$ cat src/rtl/tgate_config_loader.sv
// Serial, parity-checked configuration loader for the transmission-gate fabric.
// Sole writer of the active-low gate enables; a frame is committed only after its parity bit checks out.
module tgate_config_loader #(
  parameter int NUM_GATES  = 16,
  parameter int NUM_FRAMES = 4,
  parameter int FIDX_W     = (NUM_FRAMES > 1) ? $clog2(NUM_FRAMES) : 1
) (
  input  logic                             clk,
  input  logic                             rst_n,
  input  logic                             cfg_start,
  input  logic                             cfg_abort,
  input  logic                             cfg_clear,
  input  logic                             cfg_valid,
  input  logic                             cfg_data,
  output logic                             cfg_ready,
  output logic                             cfg_busy,
  output logic                             cfg_done,
  output logic                             cfg_error,
  output logic [FIDX_W-1:0]                frame_idx,
  output logic [NUM_FRAMES*NUM_GATES-1:0]  sram_en_n
);

  localparam int CNT_W = $clog2(NUM_GATES + 1);
  localparam logic [CNT_W-1:0]  LAST_BIT   = CNT_W'(NUM_GATES - 1);
  localparam logic [CNT_W-1:0]  CNT_MAX    = CNT_W'(NUM_GATES);
  localparam logic [FIDX_W-1:0] LAST_FRAME = FIDX_W'(NUM_FRAMES - 1);

  typedef enum logic [2:0] {
    S_IDLE, S_SHIFT, S_PARITY, S_COMMIT, S_DONE, S_ERROR
  } state_t;

  state_t                          state_q, state_d;
  logic [NUM_GATES-1:0]            shadow_q, shadow_d;
  logic [CNT_W-1:0]                bit_cnt_q, bit_cnt_d;
  logic [FIDX_W-1:0]               frame_idx_q, frame_idx_d;
  logic                            error_q, error_d;
  logic [NUM_FRAMES*NUM_GATES-1:0] sram_q, sram_d;
  logic                            xfer;

  assign xfer = cfg_valid && cfg_ready;

  always_ff @(posedge clk or negedge rst_n) begin
    if (!rst_n) begin
      state_q     <= S_IDLE;
      shadow_q    <= '0;
      bit_cnt_q   <= '0;
      frame_idx_q <= '0;
      error_q     <= 1'b0;
      sram_q      <= '1;
    end else begin
      state_q     <= state_d;
      shadow_q    <= shadow_d;
      bit_cnt_q   <= bit_cnt_d;
      frame_idx_q <= frame_idx_d;
      error_q     <= error_d;
      sram_q      <= sram_d;
    end
  end

  always_comb begin
    state_d     = state_q;
    shadow_d    = shadow_q;
    bit_cnt_d   = bit_cnt_q;
    frame_idx_d = frame_idx_q;
    error_d     = error_q;
    sram_d      = sram_q;

    // Abort beats everything, including a transfer on the same edge; committed frames are kept.
    if (state_q != S_IDLE && cfg_abort) begin
      state_d   = S_IDLE;
      shadow_d  = '0;
      bit_cnt_d = '0;
    end else begin
      case (state_q)
        S_IDLE: begin
          if (cfg_start) begin
            state_d     = S_SHIFT;
            frame_idx_d = '0;
            bit_cnt_d   = '0;
            shadow_d    = '0;
            error_d     = 1'b0;
          end else if (cfg_clear) begin
            sram_d = '1;
          end
        end
        S_SHIFT: begin
          if (xfer) begin
            for (int i = 0; i < NUM_GATES; i++) begin
              if (bit_cnt_q == CNT_W'(i)) shadow_d[i] = cfg_data;
            end
            bit_cnt_d = (bit_cnt_q == CNT_MAX) ? bit_cnt_q : bit_cnt_q + 1'b1;
            if (bit_cnt_q == LAST_BIT) state_d = S_PARITY;
          end
        end
        S_PARITY: begin
          if (xfer) begin
            if ((^{shadow_q, cfg_data}) == 1'b0) begin
              state_d = S_COMMIT;
            end else begin
              state_d = S_ERROR;
              error_d = 1'b1;
            end
          end
        end
        S_COMMIT: begin
          // Config bit 1 means the gate conducts, so the stored enable is inverted.
          for (int f = 0; f < NUM_FRAMES; f++) begin
            if (frame_idx_q == FIDX_W'(f)) sram_d[f*NUM_GATES +: NUM_GATES] = ~shadow_q;
          end
          if (frame_idx_q == LAST_FRAME) begin
            state_d = S_DONE;
          end else begin
            state_d     = S_SHIFT;
            frame_idx_d = frame_idx_q + 1'b1;
            bit_cnt_d   = '0;
            shadow_d    = '0;
          end
        end
        S_DONE:  state_d = S_IDLE;
        S_ERROR: state_d = S_IDLE;
        default: state_d = S_IDLE;
      endcase
    end
  end

  always_comb begin
    cfg_ready = (state_q == S_SHIFT) || (state_q == S_PARITY);
    cfg_busy  = (state_q != S_IDLE);
    cfg_done  = (state_q == S_DONE);
  end

  assign cfg_error = error_q;
  assign frame_idx = frame_idx_q;
  assign sram_en_n = sram_q;

endmodule
$ cat config.mk
export PLATFORM = sky130hd
export DESIGN_NAME = tgate_config_loader
export DESIGN_NICKNAME = d
export VERILOG_FILES = /design/src/rtl/tgate_config_loader.sv
export SDC_FILE = /design/constraint.sdc
export NUM_CORES = 1
export LEC_CHECK = 0
export CAP_MARGIN = 20
export CELL_PAD_IN_SITES_DETAIL_PLACEMENT = 1
export CELL_PAD_IN_SITES_GLOBAL_PLACEMENT = 1
export CORE_UTILIZATION = 45
export CTS_BUF_LIST = sky130_fd_sc_hd__clkbuf_8
export DETAILED_ROUTE_END_ITERATION = 16
export GPL_TIMING_DRIVEN = 0
export PLACE_DENSITY_LB_ADDON = 0.1
export SETUP_SLACK_MARGIN = 0.05
export SYNTH_ARGS = -nofsm -noshare
export SYNTH_HDL_FRONTEND = slang
export SYNTH_SLANG_ARGS = --single-unit
$ cat constraint.sdc
create_clock -name clk -period 3.95 [get_ports clk]
set_input_delay 0.79 -clock clk [delete_from_list [all_inputs] [get_ports clk]]
set_output_delay 0.79 -clock clk [all_outputs]
set_load 0.01 [all_outputs]
==> metrics.yaml, run 1 <==
hold_violations: 0
ys.flop_type: "dfstp_2"
leakage_uw: 0.00235
finalSetupTns_ps: 0
ctsHtreeMaxLevel: 3
fin_ws_ps: 1160
slowest_stage: "clkdlybuf4s50_1"
clkTransAtPathRegs_ps: 110
worst-path-stages: 4
synth_seq_area_share_pct: 54.7
dieArea_mm2: 0.00998
core_area_mm2: 0.00924
dr.pass1.iters: 4
setup_viol: 0
initial_core_util_pct: 46.7
mostFrequentLayoutCell: "clkdlybuf4s50_1"
wl_per_cell_um: 17.5
synth_cells: 433
synth-seq-cells: 91
route.detailed.drc: 0
synth.distinct_cells: 49
cp_max_fo: 10
synthXorXnorAreaFrac_pct: 3.71
finalCriticalPeriod_ps: 2790
synth_area_mm2: 0.00431
synthArstFlopShare_pct: 100
ys_warn_count: 0
viasPerCell: 5.35
max_stage_delay_ps: 550
grt_max_degree: 69
grt_pass1_wl_mm: 19.0
worstSetupStartpointType: "flop"
worstMarginPinSlew_ps: 767
io_pins: 77
num_rows: 35
rsz0062_at_grt: "no"
postRouteAntennaNets: 0
worst-path-buf-inv: 2
dpl.cell_count: 638
dp_hpwl_mm: 8.64
grt_pass1_vias: 3677
synth-adder-area-share_pct: 2.61
synth-compound-area-share_pct: 18.8
slew_headroom_pct: 48.2
place_congestion: 0.767
setup.worst_path.end_class: "output port"
synth_nets: 449
required_ps: 3160
clockBufferDepth: 2
fp.dieH_um: 99.9
synthSimpleGateAreaFrac_pct: 16.3
hold_buffers: 0
ir_drop_v: 0.000225
synthToLayoutAreaGrowth_pct: 26.8
avgSynthCellArea_um2: 9.96
io_buffers: 75
fmax_mhz: 359
cts_tree: "yes"
layout-drive-gt1-share_pct: 19.6
diodes: 0
fin_cells: 654
cts_root_buffer: "clkbuf_8"
antenna_found_initial: 0
clock-sinks: 91
ff2ff_path_depth: 6
drt-initial-drc-count: 80
skew_ps: 12.5
crit_chain: "clkbuf_1 -> nand2b_1 -> a21oi_1 -> clkdlybuf4s50_1"
maxCapViolations: 0
final_util_pct: 59.1
grt_overflow_total: 0
crit_family: "buffers and inverters"
num_vias: 3498
power_density_mw_per_mm2: 468
routed_wl_mm: 11.5
cp.arrival_ps: 2000
final_cell_mix: "74 x clkdlybuf4s50_1, 68 x nand2_1, 64 x dfstp_2"
grt_usage_pct: 24.7
fin_nets: 536
synth_top_family_by_area: "compound AO/OA/AOI/OAI gates"
drv_slew: 0
muxShareOfSynthArea_pct: 0
post-route-period-util_pct: 70.6
fp.dieW_um: 99.9
cts-resized-gates: 0
postCtsSetupRepairBufs: 0
cts_buffers: 9
hold_path.class: "in2async"
clock_latency_ps: 360
crit_type: "reg2out"
status: "completed"
fill_cells: 1038
place_ws_ps: 922
finalPower_uw: 2560
synth_edf_count: 0
## report_power, final
group	internal (µW)	switching [µW]	leakage, µW
combinational	314	307	0.00119
sequential	1150	85.3	0.00105
clock	310	386	0.000109
## path summary, 6_finish.rpt
check	from	endpoint	slack [ps]
setup reg to reg	state_q[0]	sram_en_n[22]	1670
min in group clk	sram_en_n[44]	sram_en_n[44]	490
hold reg to reg	sram_en_n[44]	sram_en_n[44]	490
setup / recovery	state_q[1]	cfg_ready	1160
hold / removal	rst_n	state_q[0]	330
max in group asynchronous	rst_n	sram_en_n[22]	2950
## routing by layer
| layer | track usage [%] | routed length (µm) | up-vias |
|---|---|---|---|
| li1 | - | - | 1675 |
| met1 | 31.2 | 5030 | 1740 |
| met2 | 44.0 | 5940 | 75 |
| met3 | 4.11 | 369 | 8 |
| met4 | 6.45 | 115 | 0 |
| met5 | 0 | 0 | - |
## worst reg2reg max path, stage by stage (launching register included)
cell	delay, ps
dfrtp_1	430
clkbuf_1	320
nand3b_1	270
o221ai_1	510
clkbuf_1	440
nand2_1	120
o21ai_0	110
## flip-flops by register name, summed over array words and instances (netlist names)
register / flops
sram_en_n: 64
shadow_q: 16
bit_cnt_q: 5
state_q: 3
frame_idx: 2
cfg_error: 1
## layout make-up
type                            count  area [µm²]  area share [%]
Sequential cell                    91        2360            43.1
Inverter                            9        33.8           0.618
Clock inverter                      7        92.6            1.69
Buffer                             31         134            2.45
Tap cell                          129         161            2.95
Multi-Input combinational cell    302        1790            32.7
Clock buffer                        9         124            2.27
Timing Repair Buffer               76         776            14.2
## stage by stage
step	hold slack, ps	cell area (µm²)
final	325	5470
after global routing	329	5470
after CTS	322	5470
after detailed placement	474	5250
after global placement	467	5220
after floorplan	483	4310
## cell usage after synthesis, types with 2 or more instances
cell	n	area, µm²
a21oi_1	33	165
a31oi_1	3	18.8
and2_1	16	100
and3_1	2	12.5
buf_1	5	18.8
buf_6	2	22.5
clkbuf_1	22	82.6
dfrtp_1	27	676
dfstp_2	64	1680
ha_1	9	113
inv_1	9	33.8
nand2_1	68	255
nand2b_1	5	31.3
nand3_1	4	20.0
nand3b_1	2	15.0
nor2_1	22	82.6
nor2b_1	7	43.8
nor3_1	2	10.0
o21ai_0	63	315
o21ai_2	10	87.6
o221ai_1	3	26.3
o31ai_1	17	128
or3_1	2	12.5
or4_1	2	15.0
xnor2_1	7	61.3
xnor3_1	4	90.1
## cell families (layout without fill, tap and decap cells)
kind of cell	after synthesis	in the layout
AOI/OAI and AO/OA	137	137
xor gates and xnor gates	12	12
adders and majority gates	9	9
buffers and inverters	40	132
DFF	91	91
and+or+nand+nor	144	144
No activity file was read; power rests on OpenSTA's default activity.
==> run 2: changes to the inputs <==
- CORE_UTILIZATION: 45 -> 38
- clock period: 3.95 -> 2.35 ns (I/O delays scaled with it)
==> metrics.yaml, run 2 (synthesized netlist as in run 1, its figures left out) <==
cts_buffers: 9  # unchanged
io_pins: 77  # unchanged
diodes: 0  # unchanged
route.detailed.drc: 0  # unchanged
worst-path-buf-inv: 2  # unchanged
finalSetupTns_ps: 0  # unchanged
num_rows: 38  # was 35
rsz0062_at_grt: "no"  # unchanged
grt_pass1_wl_mm: 19.1  # was 19.0 mm
cts_root_buffer: "clkbuf_8"  # unchanged
fin_ws_ps: 156  # was 1160 ps
drv_slew: 0  # unchanged
hold_violations: 0  # unchanged
grt_pass1_vias: 3634  # was 3677
power_density_mw_per_mm2: 763  # was 468 mW/mm²
fmax_mhz: 456
grt_usage_pct: 21.7  # was 24.7%
dr.pass1.iters: 4  # unchanged
largest_reg_flops: 64  # unchanged
fin_nets: 538  # was 536
viasPerCell: 5.25  # was 5.35
slew_headroom_pct: 59.8  # was 48.2%
crit_type: "reg2out"  # unchanged
crit_family: "buffers and inverters"  # unchanged
slowest_stage: "dfrtp_2"  # was clkdlybuf4s50_1
place_ws_ps: -409  # was 922 ps
finalCriticalPeriod_ps: 2190
skew_ps: 10.9  # was 12.5 ps
clkTransAtPathRegs_ps: 90  # was 110 ps
hold_path.class: "in2async"  # unchanged
place_congestion: 0.762  # was 0.767
fp.dieW_um: 109  # was 99.9 µm
ir_drop_v: 0.000374  # was 0.000225 V
ff2ff_path_depth: 6  # unchanged
r2r_end: "shadow_q[11]"  # was sram_en_n[22]
grt_overflow_total: 0  # unchanged
final_cell_mix: "70 x clkdlybuf4s50_1, 68 x nand2_1, 64 x dfstp_2"  # was 74 x clkdlybuf4s50_1, 68 x nand2_1, 64 x dfstp_2
worstMarginPinSlew_ps: 602  # was 767 ps
setup_viol: 0  # unchanged
antenna_found_initial: 0  # unchanged
finalPower_uw: 4200  # was 2560 µW
status: "completed"  # unchanged
routed_wl_mm: 11.8  # was 11.5 mm
cp_max_fo: 10  # unchanged
clockBufferDepth: 2  # unchanged
synthToLayoutAreaGrowth_pct: 27.6  # was 26.8%
worstSetupStartpointType: "flop"  # unchanged
r2r_slack_ps: 230  # was 1670 ps
cts_tree: "yes"  # unchanged
setup.worst_path.end_class: "output port"  # unchanged
ctsHtreeMaxLevel: 3  # unchanged
initial_core_util_pct: 39.4  # was 46.7%
mostFrequentLayoutCell: "clkdlybuf4s50_1"  # unchanged
worst-path-stages: 4  # unchanged
wl_per_cell_um: 17.7  # was 17.5 µm
postRouteAntennaNets: 0  # unchanged
post-route-period-util_pct: 93.4
timing.rr.start: "frame_idx[0]"  # was state_q[0]
fp.dieH_um: 109  # was 99.9 µm
crit_chain: "clkbuf_2 -> nand2b_1 -> a21oi_1 -> dlygate4sd2_1"  # was clkbuf_1 -> nand2b_1 -> a21oi_1 -> clkdlybuf4s50_1
maxCapViolations: 0  # unchanged
leakage_uw: 0.00240  # was 0.00235 µW
grt_max_degree: 48  # was 69
clock-sinks: 91  # unchanged
fill_cells: 1255  # was 1038
max_stage_delay_ps: 470  # was 550 ps
dieArea_mm2: 0.0118  # was 0.00998 mm²
layout-drive-gt1-share_pct: 21.8  # was 19.6%
drt-initial-drc-count: 63  # was 80
cp.arrival_ps: 1720  # was 2000 ps
io_buffers: 75  # unchanged
required_ps: 1880  # was 3160 ps
hold_buffers: 0  # unchanged
clock_latency_ps: 380  # was 360 ps
dp_hpwl_mm: 8.87  # was 8.64 mm
core_area_mm2: 0.0109  # was 0.00924 mm²
num_vias: 3501  # was 3498
-- run 2: cell count changes in the layout (fill, tap and decap cells not counted), moves of 2 or more --
cell,before,now
buf_4,1,3
clkbuf_1,22,14
clkbuf_2,1,8
clkbuf_8,9,12
clkdlybuf4s50_1,74,70
dlygate4sd2_1,0,2
dlymetal6s2s_1,0,2
-- run 2: routing by layer --
metal  track usage [%]  wire (µm)  vias to the layer above
met3              2.71        318                       11
met1              28.2       5600                     1762
met4              8.88        187                        0
met2              36.5       5680                       54
met5                 0          0                        -
li1                  -          -                     1674
-- run 2: layout make-up --
class | instances | area [µm²] | area share, %
flip-flops and latches | 91 | 2360 | 42.9
multi-input cells | 302 | 1800 | 32.7
repair buffers | 78 | 793 | 14.4
well taps | 140 | 175 | 3.18
clock buffers | 12 | 165 | 3.00
plain buffers | 31 | 146 | 2.66
inverters | 9 | 33.8 | 0.614
clock inverters | 4 | 31.3 | 0.569
-- run 2: worst register-to-register path, cell delays in order (launching register included) --
cell      delay [ps]
dfrtp_1          440
ha_1             310
a21oi_1          160
o211ai_1         210
or4b_4           610
buf_6            180
o21ai_2          140
-- run 2: what timing repair did --
| action | CTS | global route |
|---|---|---|
| setup endpoints to repair | 29 | 56 |
| resized for setup | 7 | 15 |
| buffers inserted | 1 | 1 |
| pin swaps | 0 | 1 |
-- run 2: report_power, final --
group          total, µW  switching, µW  internal (µW)
registers           2080            140           1940
clock network       1060            585            478
logic               1060            522            534
-- run 2: worst max path at each step --
stage / to / startpoint / slack, ps
6_report: cfg_ready / state_q[1] / 160
5_1_grt: cfg_ready / state_q[1] / 90
4_1_cts: bit_cnt_q[4] / cfg_abort / 60
3_5_place_dp: sram_en_n[61] / cfg_start / -410
3_3_place_gp: shadow_q[3] / rst_n / -2560
2_1_floorplan: shadow_q[0] / state_q[2] / 380
-- run 2: metrics by stage --
step           util, %  cells  hold slack (ps)  cell area [µm²]
6_report          50.3    667              428             5500
5_1_grt           50.3    667              491             5500
4_1_cts           50.1    666              448             5480
3_5_place_dp      48.1    649              476             5260
3_3_place_gp      47.9    648              468             5240
2_1_floorplan        -    433              174             4310
==> run 3: changes to the inputs <==
- CAP_MARGIN: 20 -> default
- CORE_UTILIZATION: 38 -> 42
- clock period: 2.35 -> 2.42 ns (I/O delays scaled with it)
==> metrics.yaml, run 3 (synthesized netlist as in run 1, its figures left out) <==
core_area_mm2: 0.00986  # was 0.0109 mm²
postRouteAntennaNets: 0  # unchanged
dieArea_mm2: 0.0107  # was 0.0118 mm²
worstMarginPinSlew_ps: 547  # was 602 ps
antenna_found_initial: 0  # unchanged
crit_family: "simple AND/OR/NAND/NOR gates"  # was buffers and inverters
synthToLayoutAreaGrowth_pct: 27.2  # was 27.6%
slowest_stage: "clkdlybuf4s50_1"  # was dfrtp_2
cp.arrival_ps: 2590  # was 1720 ps
grt_pass1_vias: 3688  # was 3634
cts_root_buffer: "clkbuf_8"  # unchanged
finalPower_uw: 4160  # was 4200 µW
clkTransAtPathRegs_ps: 100  # was 90 ps
fin_ws_ps: 116  # was 156 ps
ir_drop_v: 0.000413  # was 0.000374 V
postCtsSetupRepairBufs: 0  # was 1
timing.rr.start: "frame_idx[0]"  # unchanged
diodes: 0  # unchanged
drt-initial-drc-count: 62  # was 63
ctsHtreeMaxLevel: 3  # unchanged
place_ws_ps: -325  # was -409 ps
worst-path-buf-inv: 3  # was 2
skew_ps: 16.5  # was 10.9 ps
max_stage_delay_ps: 560  # was 470 ps
r2r_end: "shadow_q[10]"  # was shadow_q[11]
finalCriticalPeriod_ps: 2300
route.detailed.drc: 0  # unchanged
fp.dieH_um: 103  # was 109 µm
maxCapViolations: 0  # unchanged
initial_core_util_pct: 43.7  # was 39.4%
r2r_slack_ps: 250  # was 230 ps
largest_reg_flops: 64  # unchanged
required_ps: 2710  # was 1880 ps
setup_viol: 0  # unchanged
clock_latency_ps: 360  # was 380 ps
dp_hpwl_mm: 9.12  # was 8.87 mm
finalSetupTns_ps: 0  # unchanged
fmax_mhz: 434
grt_usage_pct: 24.6  # was 21.7%
place_area_mm2: 0.00525  # was 0.00526 mm²
io_pins: 77  # unchanged
fin_cells: 658  # was 667
fp.dieW_um: 103  # was 109 µm
io_buffers: 75  # unchanged
leakage_uw: 0.00237  # was 0.00240 µW
fin_nets: 536  # was 538
final_cell_area_mm2: 0.00549  # was 0.00550 mm²
dpl.cell_count: 642  # was 649
rsz0062_at_grt: "no"  # unchanged
ff2ff_path_depth: 6  # unchanged
clock-sinks: 91  # unchanged
hold_violations: 0  # unchanged
power_density_mw_per_mm2: 759  # was 763 mW/mm²
slew_headroom_pct: 63.5  # was 59.8%
hold_path.class: "in2async"  # unchanged
crit_type: "in2reg"  # was reg2out
grt_max_degree: 73  # was 48
wl_per_cell_um: 18.3  # was 17.7 µm
layout-drive-gt1-share_pct: 21.1  # was 21.8%
final_cell_mix: "72 x clkdlybuf4s50_1, 68 x nand2_1, 64 x dfstp_2"  # was 70 x clkdlybuf4s50_1, 68 x nand2_1, 64 x dfstp_2
clockBufferDepth: 2  # unchanged
post-route-period-util_pct: 95.2
hold_buffers: 0  # unchanged
routed_wl_mm: 12.1  # was 11.8 mm
grt_overflow_total: 0  # unchanged
grt_pass1_wl_mm: 19.6  # was 19.1 mm
dr.pass1.iters: 4  # unchanged
status: "completed"  # unchanged
cts_tree: "yes"  # unchanged
place_congestion: 0.822  # was 0.762
mostFrequentLayoutCell: "clkdlybuf4s50_1"  # unchanged
worstSetupStartpointType: "input port"  # was flop
cp_max_fo: 10  # unchanged
setup.worst_path.end_class: "flop"  # was output port
num_rows: 36  # was 38
drv_slew: 0  # unchanged
crit_chain: "clkdlybuf4s50_1 -> or4b_1 -> clkbuf_2 -> or4b_4 -> buf_6 -> o21ai_2"  # was clkbuf_2 -> nand2b_1 -> a21oi_1 -> dlygate4sd2_1
cts_buffers: 9  # unchanged
num_vias: 3549  # was 3501
viasPerCell: 5.39  # was 5.25
[run 3: worst max-delay path by stage]
| stage | cells after the start | startpoint | end | slack, ps |
|---|---|---|---|---|
| after CTS | 3 | state_q[0] | cfg_busy | 50 |
| after detailed placement | 6 | cfg_start | sram_en_n[62] | -330 |
| after global routing | 6 | cfg_abort | shadow_q[10] | 70 |
| after floorplan | 6 | state_q[2] | shadow_q[0] | 450 |
| final | 6 | cfg_abort | shadow_q[10] | 120 |
| after global placement | 1 | rst_n | shadow_q[3] | -2410 |
[run 3: where the power goes]
| part | switching, µW | internal [µW] |
|---|---|---|
| logic | 518 | 514 |
| clock network | 580 | 518 |
| registers | 148 | 1890 |
| total | 1250 | 2920 |
[run 3: stage by stage]
step                util (%)  hold slack [ps]
finish                  55.6              230
global route            55.6              247
global placement        53.0              466
CTS                     55.4              234
floorplan                  -              188
detailed placement      53.3              472
[run 3: final cells by class]
| type | count | area, µm² |
|---|---|---|
| fill | 1117 | 4380 |
| multi-input combinational | 302 | 1800 |
| clock inverter | 6 | 70.1 |
| sequential | 91 | 2360 |
| buffer | 31 | 143 |
| inverter | 9 | 33.8 |
| timing repair buffer | 76 | 777 |
| tap | 133 | 166 |
| clock buffer | 10 | 138 |
[run 3: timing repair]
action                                  CTS  global route
endpoints found under the hold margin     0             0
endpoints found under the setup margin    2            64
gates resized for setup                   5            10
[run 3: per-layer routing]
layer	routed length, µm	GRT usage [%]	vias up
li1	-	-	1663
met1	5270	31.5	1805
met2	6330	43.8	68
met3	338	4.10	13
met4	127	5.96	0
met5	0	0	-
[run 3: worst register-to-register path, delay by kind of cell (launching register included)]
kind,cells,cell delay (ps)
AO/OA/AOI/OAI,3,510
flip-flops,1,450
AND/OR/NAND/NOR,1,640
buffers and inverters,1,190
adder cells (fa/ha/maj),1,310
